==> src/rtl/ldo_ramp_sequencer.sv <==
// rtl/ldo_ramp_sequencer.sv - bounded-step DAC ramp sequencer feeding the SPI master command FIFO
// Walks enabled channels in passes, issuing one clamped code update per channel per pass.
module ldo_ramp_sequencer #(
    parameter int NUM_CH    = 8,
    parameter int DATA_W    = 11,
    parameter int INIT_CODE = 0,
    parameter int MAX_CODE  = 2047
) (
    input  logic                       clk_i,
    input  logic                       rst_i,
    input  logic                       start_i,
    input  logic                       abort_i,
    input  logic [NUM_CH-1:0]          ch_en_i,
    input  logic [NUM_CH*DATA_W-1:0]   target_i,
    input  logic [DATA_W-1:0]          step_i,
    input  logic [15:0]                interval_i,
    input  logic                       fifo_full_i,
    output logic                       wr_en_o,
    output logic [31:0]                wr_data_o,
    output logic                       busy_o,
    output logic                       done_o,
    output logic [NUM_CH*DATA_W-1:0]   cur_code_o
);

    localparam int IDX_W = (NUM_CH > 1) ? $clog2(NUM_CH) : 1;
    localparam logic [DATA_W-1:0] MAX_C  = DATA_W'(MAX_CODE);
    localparam logic [DATA_W-1:0] INIT_C = DATA_W'(INIT_CODE);
    localparam logic [IDX_W-1:0]  LAST_IDX = IDX_W'(NUM_CH - 1);

    typedef enum logic [2:0] {
        S_IDLE,
        S_CHECK,
        S_WRITE,
        S_HOLD,
        S_DONE
    } state_t;

    state_t                     state_q;
    logic [IDX_W-1:0]           idx_q;
    logic                       pend_q;
    logic [15:0]                cnt_q;
    logic [NUM_CH-1:0]          en_q;
    logic [NUM_CH*DATA_W-1:0]   tgt_q;
    logic [NUM_CH*DATA_W-1:0]   cur_q;
    logic [DATA_W-1:0]          step_q;
    logic [15:0]                interval_q;
    logic                       wr_en_q;
    logic [31:0]                wr_data_q;
    logic                       busy_q;
    logic                       done_q;

    logic [NUM_CH*DATA_W-1:0]   tgt_clamp_d;
    logic [DATA_W-1:0]          cur_sel;
    logic [DATA_W-1:0]          tgt_sel;
    logic [DATA_W:0]            sum_w;
    logic [DATA_W:0]            diff_w;
    logic [DATA_W-1:0]          nxt_d;
    logic                       need_move;
    logic                       last_idx;
    logic                       pend_d;
    logic                       pass_pend;
    logic [31:0]                word_d;

    always_comb begin
        tgt_clamp_d = '0;
        for (int i = 0; i < NUM_CH; i++) begin
            tgt_clamp_d[i*DATA_W +: DATA_W] =
                (target_i[i*DATA_W +: DATA_W] > MAX_C) ? MAX_C : target_i[i*DATA_W +: DATA_W];
        end
    end

    // Step arithmetic carries one extra bit so neither direction can wrap past the target.
    always_comb begin
        cur_sel   = cur_q[idx_q*DATA_W +: DATA_W];
        tgt_sel   = tgt_q[idx_q*DATA_W +: DATA_W];
        need_move = en_q[idx_q] && (cur_sel != tgt_sel);
        last_idx  = (idx_q == LAST_IDX);
        sum_w     = {1'b0, cur_sel} + {1'b0, step_q};
        diff_w    = {1'b0, cur_sel} - {1'b0, step_q};
        if (cur_sel < tgt_sel) begin
            nxt_d = (sum_w > {1'b0, tgt_sel}) ? tgt_sel : sum_w[DATA_W-1:0];
        end else if (cur_sel > tgt_sel) begin
            nxt_d = (diff_w[DATA_W] || (diff_w[DATA_W-1:0] < tgt_sel)) ? tgt_sel : diff_w[DATA_W-1:0];
        end else begin
            nxt_d = cur_sel;
        end
        pend_d    = pend_q | (nxt_d != tgt_sel);
        pass_pend = (state_q == S_WRITE) ? pend_d : pend_q;
        word_d    = '0;
        word_d[16 +: DATA_W] = nxt_d;
        word_d[7:0]          = 8'd1 << idx_q;
    end

    always_ff @(posedge clk_i) begin
        if (!rst_i) begin
            state_q    <= S_IDLE;
            idx_q      <= '0;
            pend_q     <= 1'b0;
            cnt_q      <= '0;
            en_q       <= '0;
            tgt_q      <= '0;
            cur_q      <= {NUM_CH{INIT_C}};
            step_q     <= '0;
            interval_q <= '0;
            wr_en_q    <= 1'b0;
            wr_data_q  <= '0;
            busy_q     <= 1'b0;
            done_q     <= 1'b0;
        end else begin
            wr_en_q <= 1'b0;
            done_q  <= 1'b0;
            if (state_q == S_IDLE) begin
                if (start_i && !abort_i) begin
                    en_q       <= ch_en_i;
                    tgt_q      <= tgt_clamp_d;
                    step_q     <= (step_i == '0) ? DATA_W'(1) : step_i;
                    interval_q <= interval_i;
                    idx_q      <= '0;
                    pend_q     <= 1'b0;
                    busy_q     <= 1'b1;
                    state_q    <= S_CHECK;
                end
            end else if (abort_i) begin
                busy_q  <= 1'b0;
                state_q <= S_IDLE;
            end else begin
                case (state_q)
                    S_CHECK, S_WRITE: begin
                        if (state_q == S_CHECK && need_move) begin
                            state_q <= S_WRITE;
                        end else if (!(state_q == S_WRITE && fifo_full_i)) begin
                            if (state_q == S_WRITE) begin
                                wr_en_q                         <= 1'b1;
                                wr_data_q                       <= word_d;
                                cur_q[idx_q*DATA_W +: DATA_W]   <= nxt_d;
                                pend_q                          <= pend_d;
                            end
                            if (!last_idx) begin
                                idx_q   <= idx_q + IDX_W'(1);
                                state_q <= S_CHECK;
                            end else if (!pass_pend) begin
                                state_q <= S_DONE;
                            end else if (interval_q == 16'd0) begin
                                idx_q   <= '0;
                                pend_q  <= 1'b0;
                                state_q <= S_CHECK;
                            end else begin
                                cnt_q   <= interval_q - 16'd1;
                                state_q <= S_HOLD;
                            end
                        end
                    end
                    S_HOLD: begin
                        if (cnt_q == 16'd0) begin
                            idx_q   <= '0;
                            pend_q  <= 1'b0;
                            state_q <= S_CHECK;
                        end else begin
                            cnt_q <= cnt_q - 16'd1;
                        end
                    end
                    S_DONE: begin
                        done_q  <= 1'b1;
                        busy_q  <= 1'b0;
                        state_q <= S_IDLE;
                    end
                    default: state_q <= S_IDLE;
                endcase
            end
        end
    end

    assign wr_en_o    = wr_en_q;
    assign wr_data_o  = wr_data_q;
    assign busy_o     = busy_q;
    assign done_o     = done_q;
    assign cur_code_o = cur_q;

endmodule
==> config.mk <==
export PLATFORM = sky130hd
export DESIGN_NAME = ldo_ramp_sequencer
export DESIGN_NICKNAME = d
export VERILOG_FILES = /design/src/rtl/ldo_ramp_sequencer.sv
export SDC_FILE = /design/constraint.sdc
export NUM_CORES = 1
export LEC_CHECK = 0
export CAP_MARGIN = 20
export CORE_MARGIN = 10
export CORE_UTILIZATION = 35
export CTS_BUF_LIST = sky130_fd_sc_hd__clkbuf_2 sky130_fd_sc_hd__clkbuf_4 sky130_fd_sc_hd__clkbuf_8
export DETAILED_ROUTE_END_ITERATION = 8
export SKIP_CTS_REPAIR_TIMING = 1
export SYNTH_ARGS = -nofsm -noshare
export SYNTH_HDL_FRONTEND = slang
export SYNTH_SLANG_ARGS = --single-unit
==> constraint.sdc <==
create_clock -name clk_i -period 7.2 [get_ports clk_i]
set_input_delay 1.08 -clock clk_i [delete_from_list [all_inputs] [get_ports clk_i]]
set_output_delay 1.08 -clock clk_i [all_outputs]
set_load 0.02 [all_outputs]
Word-level counts from Yosys, hierarchy flattened
Cells that the tools add are included.
{ "word_totals": {"reg_bits": 256, "input_bits": 128, "word_cells": 150} }
{ "classes": {"addsub": 6, "n_mul": 1, "n_lt_le_gt_ge": 13, "n_eq_ne": 22, "shift": 5, "muxes": 60, "bitwise_logic": 7, "reduce_logical": 23} }
{ "op_table": {"columns": ["op", "n"], "rows": [
  ["indexed part select 88 x 8 -> 11 bit", 2],
  ["two-way mux 11 bit", 13],
  ["two-way mux 16 bit", 6],
  ["bitwise mux 88 bit", 1],
  ["greater-than comparator 11 bit, second input constant", 8],
  ["variable shift 11 x 34 -> 88 bit, first input constant", 1],
  ["indexed part select 11 x 34 -> 88 bit", 1],
  ["two-way mux 3 bit", 17],
  ["negation 7 -> 34 bit", 1],
  ["logical NOT 16 bit", 2],
  ["one-hot mux 16 bit (2 select lines)", 1],
  ["subtractor 16 x 1 -> 16 bit, second input constant", 2],
  ["less-than comparator 11 bit", 2],
  ["inequality test 11 bit", 2],
  ["two-way mux 1 bit", 17],
  ["adder 11 x 11 -> 12 bit", 1],
  ["greater-than comparator 12 x 11 -> 1 bit", 1],
  ["inequality test 2 bit, second input constant", 6],
  ["inequality test 4 bit, second input constant", 3],
  ["one-hot mux 3 bit (2 select lines)", 2],
  ["AND reduction 6 bit", 2],
  ["subtractor 11 x 11 -> 12 bit", 1],
  ["greater-than comparator 11 bit", 1],
  ["logical NOT 11 bit", 1],
  ["other kinds (28)", 43]
]} }

Logic depth before layout (Yosys ltp)
Gate-level depths: netlist of run 1.
{ "depth": {"word_depth": 18, "ltp_mapped": 31, "mapped_depth_nobuf": 24} }

Worst setup path after synthesis of run 1
OpenSTA, ideal clock, no wires.
{ "synth_timing": {"kind": "reg2reg", "start": "register idx_q[0]", "end": "register cnt_q[13]", "setup_time_ns": 0.079, "t_arrival_ns": 6.293, "t_required_ns": 7.121, "slack_ns": 0.828, "stages_incl_launch_ff": 28, "n_path_buf": 4, "period_less_slack_ns": 6.372, "path_cell_list": "dfxtp_1 > buf_6 > buf_6 > buf_6 > mux4_2 > nand2_1 > and2_1 > ha_1 > inv_1 > fa_1 > a21oi_1 > o2111ai_1 > o31a_1 > a2111o_1 > o311ai_1 > ha_1 > nand4_1 > or4_1 > o22a_2 > nor2_2 > a21oi_1 > or4_1 > nand4b_1 > nor4_4 > or2_1 > buf_6 > or4_1 > o211ai_1"} }
{ "synth_via": {"elab_chain_len": 13, "word_cells_on_any_way": 27} }
{ "synth_lines": {"columns": ["item", "line", "text"], "rows": [
  ["start, declared", "39", "logic [IDX_W-1:0] idx_q;"],
  ["start signal, assigned", "139", "idx_q <= idx_q + IDX_W'(1);"],
  ["multiplier 3 x 4 -> 7 bit", "74, 75", null],
  ["indexed part select 88 x 8 -> 11 bit", "74", "cur_sel = cur_q[idx_q*DATA_W +: DATA_W];"],
  ["subtractor 11 x 11 -> 12 bit", "79", "diff_w = {1'b0, cur_sel} - {1'b0, step_q};"],
  ["less-than comparator 11 bit", "83", "nxt_d = (diff_w[DATA_W] || (diff_w[DATA_W-1:0] < tgt_sel)) ? tgt_sel : diff_w[DATA_W-1:0];"],
  ["logical OR 1 bit", "83", null],
  ["two-way mux 11 bit", "83", null],
  ["two-way mux 11 bit", "82", "end else if (cur_sel > tgt_sel) begin"],
  ["two-way mux 11 bit", "80", "if (cur_sel < tgt_sel) begin"],
  ["inequality test 11 bit", "87", "pend_d = pend_q | (nxt_d != tgt_sel);"],
  ["OR 1 bit", "87", null],
  ["two-way mux 1 bit", "88", "pass_pend = (state_q == S_WRITE) ? pend_d : pend_q;"],
  ["inequality test 2 bit (no source line)", null, null],
  ["AND reduction 9 bit (no source line) (*)", null, null],
  ["end signal, assigned", "148", "cnt_q <= interval_q - 16'd1;"],
  ["end signal, assigned", "159", "cnt_q <= cnt_q - 16'd1;"],
  ["end, declared", "41", "logic [15:0] cnt_q;"]
]} }
Every way passes the cells marked *; elsewhere a longest branch is shown, timed or not. The select of a mux whose other input is x is not followed.
A chain may end at the register's enable or synchronous reset.

Final worst setup path of run 1
Ends and elaborated chain as after synthesis.

==> qor.yml, run 1 <==
status: "finished clean"
drt_wl_total_um: 58300
cp.required_ps: 7740
grt_max_degree: 102
worst_pin_slew_ps: 1100
wl_per_cell_um: 21.5
drtIter0Drc: 1246
die_x_um: 226
crit_type: "reg -> reg"
hold_path_depth: 2
synth_warnings: 0
synth_cell_type_count: 91
synthXorXnorAreaFrac: 0.0124
clkSlewWorstSetupHoldPaths_ps: 60
areaGrowthSynthToFinish_pct: 29.3
synthesis.area_um2: 14800
synth-main-ff-cell: "dfxtp_1"
grt-ovfl-total: 0
root_buffer: "clkbuf_8"
skew_ps: 22.3
ys_seq_elements: 256
grt_pass1_wl_um: 87700
port_buffers: 237
cts_buffer_depth: 3
synth.most_common_cell: "nand2_1"
hpwl_um: 43700
synth.avg_cell_area_um2: 7.91
clock_latency_ps: 630
firstDrtPassIters: 5
met3_length_um: 4780
grt_usage: 0.222
min_period_ps: 6710
diodes: 0
vias: 14881
synth_fa_ha_area_frac: 0.0601
cts_inserted_buffers: 46
antenna_found_initial: 1
std_cell_rows: 75
maxSlewViolCount: 0
die-area_um2: 51000
hold_viol_final: 0
place_area_um2: 18100
synth_top_area_frac: 0.346
max-cap-violations: 0
gp_congestion: 0.973
synth.area.mux_share: 0.0901
max_freq_mhz: 149
ant_nets: 0
ir_worst_vdd_v: 0.000132
ys_seq_area_frac: 0.346
rsz0062_at_grt: "false"
slew_headroom: 0.268
nets: 2335
rr_worst_depth: 25
synth-simple-area-share: 0.244
synth-compound-area-share: 0.194
cp-end-kind: "flip-flop"
ys_top_cells_by_area: "dfxtp_1 35%, nand2_1 10%, a21oi_1 7.9%"
tns_ps: 0
drc_errors: 0
io_pins: 251
grt_pass1_vias: 14306
cts_max_level: 2
top_layer: "met5"
cp_max_fo: 12
vias_per_cell: 5.50
final_layout_size_suffix_gt1_frac: 0.125
cts_tree: "yes"
crit_arrival_ps: 7250
min_path_type: "reg -> reg"
critPathLaunchType: "flip-flop"
wl_met2_um: 26500
syn_inst: 1874
core_region_area_um2: 41900
stdcell_area_um2: 19200
synth_edf_count: 0
setup_viol: 0
synthArstFlopShare: 0
start_util: 0.353
die_y_um: 226
fin_crit_sh: 0.932
post-route-util: 0.457
n_fill_cell: 4122
synthTopCellsByCount: "405 x nand2_1, 256 x dfxtp_1, 234 x a21oi_1"
synth_top_family_by_area: "simple AND/OR/NAND/NOR gates"
synth_top_cell_by_area: "dfxtp_1"
met1Wirelength_um: 25900
p_per_area_nw_per_um2: 206
p_leak_nw: 7.05
cts_sinks: 256
## cell usage in the layout, fill, tap and decap left out, drive strengths merged, types with 9 or more instances in the layout
master	netlist	routed
and2	16	16
buf	39	103
a211oi	39	39
xor2	10	10
nor2	177	177
inv	37	40
a21oi	235	235
and3	9	9
nand3	41	41
or3	12	12
nor4	24	24
nand4	15	15
ha	68	68
nand2	405	405
xnor2	11	11
nor2b	10	10
nand2b	10	10
nor3	54	54
mux4	43	43
conb	1	13
a31oi	16	16
o21ai	52	52
o211ai	16	16
o21a	16	16
mux2i	28	28
o31ai	9	9
dfxtp	256	256
clkdlybuf4s50	0	237
clkbuf	98	74
## per-stage QoR
step	hold WS, ps	total power, mW	std cells	setup WS (ps)
2_1_floorplan	433	2.01	1886	828
3_3_place_gp	439	2.45	2624	314
5_1_grt	470	4.13	2708	62.6
6_report	449	3.95	2708	492
3_5_place_dp	444	2.45	2624	253
4_1_cts	452	3.98	2704	227
## worst max-delay path, stage by stage (launching register included)
cell and delay, ps:
dfxtp_4 400, mux4_2 500, nand2_1 70, and2_1 250, ha_1 230, inv_1 60
fa_1 400, a21oi_1 240, o2111ai_1 220, o31a_1 310, a2111o_1 410, o311ai_1 140
ha_1 210, nand4_1 120, or4_1 580, o22ai_2 230, buf_4 150, nand2_1 40
buf_4 180, o21ai_0 220, or3b_1 390, o2111ai_2 130, nor4_4 80, or2_2 420
or4_1 540, o211ai_1 90
## power by group
| group | switching [mW] | leakage, nW | internal [mW] |
|---|---|---|---|
| Clock | 0.653 | 0.538 | 0.860 |
| Combinational | 0.566 | 4.44 | 0.381 |
| Sequential | 0.0313 | 2.08 | 1.45 |
| Total | 1.25 | 7.05 | 2.70 |
## cell families after synthesis
family / count (synthesis)
xor gates and xnor gates: 21
and+or+nand+nor: 815
buffers and inverters: 175
muxes: 75
adders and majority gates: 70
DFF: 256
other: 1
AOI/OAI and AO/OA: 461
## flip-flops by register name, summed over array words and instances (netlist names)
signal      count
done_o          1
cnt_q          16
idx_q           3
cur_code_o     88
pend_q          1
tgt_q          88
step_q         11
state_q         3
busy_o          1
wr_en_o         1
en_q            8
wr_data_o      19
interval_q     16
## per-layer routing
layer / track usage / vias to the layer above
met3: 0.0559 / 72
li1: - / 7157
met4: 0.0582 / 2
met2: 0.352 / 541
met5: 0 / -
met1: 0.294 / 7109
## cell type report
class                   count  area [um2]  area share
clock inverters             6        87.6     0.00457
flip-flops and latches    256        5130       0.268
well taps                 539         674      0.0352
repair buffers            340        3200       0.167
clock buffers              74         931      0.0486
multi-input cells        1455        8990       0.469
inverters                  38         148     0.00771
## final timing paths
path                 from  slack [ps]           end
max reg2reg      idx_q[0]         490     cnt_q[13]
min          wr_data_o[5]         450  wr_data_o[5]
min reg2reg  wr_data_o[5]         450  wr_data_o[5]
max              idx_q[0]         490     cnt_q[13]
(Power assumes the default switching activity.)
==> run 2, diff against run 1 <==
- CORE_ASPECT_RATIO: not set -> 0.9
==> run 2 against run 1 <==
  * Non-clock buffer count shrank 40
  * Clock-buffer cell count shrank 5
  * Highest routed layer unchanged
  * Critical endpoint is now cnt_q[6]
  * Critical path type unchanged
  * Final cell count shrank 1.3%
==> qor.yml, run 2 (synthesis results as in run 1) <==
status: "finished clean"
setup_viol: 0  # unchanged
max-cap-violations: 0  # unchanged
worst_pin_slew_ps: 1020  # -75.2 ps
wl_per_cell_um: 21.6  # +0.37%
firstDrtPassIters: 5  # unchanged
critPathLaunchType: "flip-flop"
grt_pass1_vias: 14413  # +0.75%
path_depth: 25  # unchanged
multi_input_area_um2: 9010  # +0.22%
cp_max_fo: 16  # +4
p_leak_nw: 6.83  # -3.2%
register_area_um2: 5130  # about the same
fin_crit_sh: 0.948  # +0.0164
core_region_area_um2: 41800  # -0.25%
grt_usage: 0.216  # -0.00621
stdcell_area_um2: 18800  # -1.8%
grt_pass1_wl_um: 87400  # -0.25%
min_path_type: "reg -> reg"
min_period_ps: 6830  # +118 ps
hold_viol_final: 0  # unchanged
crit_buf_inv: 3  # unchanged
start_util: 0.354  # +0.000887
antenna_found_initial: 1  # unchanged
final_layout_size_suffix_gt1_frac: 0.108  # -0.0172
maxSlewViolCount: 0  # unchanged
crit_arrival_ps: 7310  # +60 ps
slew_headroom: 0.310  # +0.0429
n_fill_cell: 4133  # +0.27%
hold_path_depth: 2  # unchanged
cp_top_family: "compound AO/OA/AOI/OAI gates"
cp-end-kind: "flip-flop"
cts_sinks: 256  # unchanged
grt_max_degree: 109  # +6.9%
root_buffer: "clkbuf_8"
clkSlewWorstSetupHoldPaths_ps: 60  # about the same
p_total_mw: 3.81  # -3.3%
cts_max_level: 2  # unchanged
cts_inserted_buffers: 46  # unchanged
mostFrequentLayoutCell: "nand2_1"
diodes: 0  # unchanged
crit_type: "reg -> reg"
cp.required_ps: 7680  # -60 ps
die_x_um: 237  # +4.9%
cpMostUsedCell: "a21oi_1"
std_cell_rows: 71  # -5.3%
die_y_um: 215  # -4.7%
drc_errors: 0  # unchanged
layout_common_cells: "404 x nand2_1, 254 x dfxtp_1, 237 x clkdlybuf4s50_1"
max_freq_mhz: 147  # -1.7%
final_cell_count_no_fill: 2672  # -1.3%
vias: 14882  # +0.0067%
nets: 2295  # -1.7%
cts_buffer_depth: 3  # unchanged
ir_worst_vdd_v: 0.000145  # +9.7%
rr_worst_depth: 25  # unchanged
areaGrowthSynthToFinish_pct: 26.9
vias_per_cell: 5.57  # +1.4%
holdWs_ps: 451  # +1.83 ps
tns_ps: 0  # unchanged
io_pins: 251  # unchanged
slowest_delay_ps: 620  # +40 ps
clock_latency_ps: 640  # about the same
cts_tree: "yes"
hpwl_um: 42700  # -2.3%
ant_nets: 0  # unchanged
port_buffers: 237  # unchanged
critPathSlowestCell: "dfxtp_2"
p_per_area_nw_per_um2: 203  # -1.5%
drtIter0Drc: 1392  # +12%
gp_congestion: 0.938  # -3.5%
dp.cells: 2591  # -1.3%
drt_wl_total_um: 57800  # -0.96%
place_area_um2: 17800  # -1.8%
rrSetupSlack_ps: 370  # -120 ps
grt-ovfl-total: 0  # unchanged
skew_ps: 31.3  # +9.01 ps
die-area_um2: 51000  # about the same
==> run 2: per-layer routing <==
metal | up-vias | track usage | share of wire
met3 | 73 | 0.0575 | 0.079
met2 | 538 | 0.331 | 0.45
met1 | 7197 | 0.295 | 0.46
met5 | - | 0 | 0.00021
met4 | 2 | 0.0522 | 0.018
li1 | 7072 | - | -
==> run 2: path summary, 6_finish.rpt <==
check	from	to
min reg2reg	tgt_q[27]	tgt_q[27]
min	tgt_q[27]	tgt_q[27]
max reg2reg	idx_q[1]	cnt_q[6]
max	idx_q[1]	cnt_q[6]
==> run 2: cell type report <==
type / instances / share of cell area
repair buffers: 300 / 0.153
inverters: 38 / 0.00785
multi-input cells: 1455 / 0.479
well taps: 547 / 0.0364
clock inverters: 7 / 0.00432
clock buffers: 69 / 0.0465
flip-flops and latches: 256 / 0.273
==> run 2: metrics by stage <==
stage / util / setup WS [ps]
floorplan: - / 828
global placement: 0.425 / 287
detailed placement: 0.425 / 158
CTS: 0.448 / 160
global route: 0.450 / -26.0
finish: 0.450 / 374
==> run 2: tightest hold or removal path: stages (launching register included) <==
cell,delay [ps]
dfxtp_1,300
nand2_1,50
a21oi_1,50
==> run 2: where the power goes <==
part	internal [mW]	switching [mW]	total, mW
clock network	0.812	0.644	1.46
registers	1.45	0.0319	1.49
logic	0.324	0.548	0.872
total	2.59	1.22	3.81
==> run 3, diff against run 2 <==
--- a/config.mk
+++ b/config.mk
@@ -12,4 +12,5 @@
 export CTS_BUF_LIST = sky130_fd_sc_hd__clkbuf_2 sky130_fd_sc_hd__clkbuf_4 sky130_fd_sc_hd__clkbuf_8
 export DETAILED_ROUTE_END_ITERATION = 8
+export HOLD_SLACK_MARGIN = 0.1
 export SKIP_CTS_REPAIR_TIMING = 1
 export SYNTH_ARGS = -nofsm -noshare
==> constraint.sdc (replaced) <==
create_clock -name clk_i -period 7.2 [get_ports clk_i]
set_input_delay 1.08 -clock clk_i [delete_from_list [all_inputs] [get_ports clk_i]]
set_output_delay 1.08 -clock clk_i [all_outputs]
set_load 0.1 [all_outputs]
==> results of run 3 <==
The final DEF is identical to that of run 2. Status: finished clean.
Main changes from that run: total power 3.81 mW -> 3.84 mW
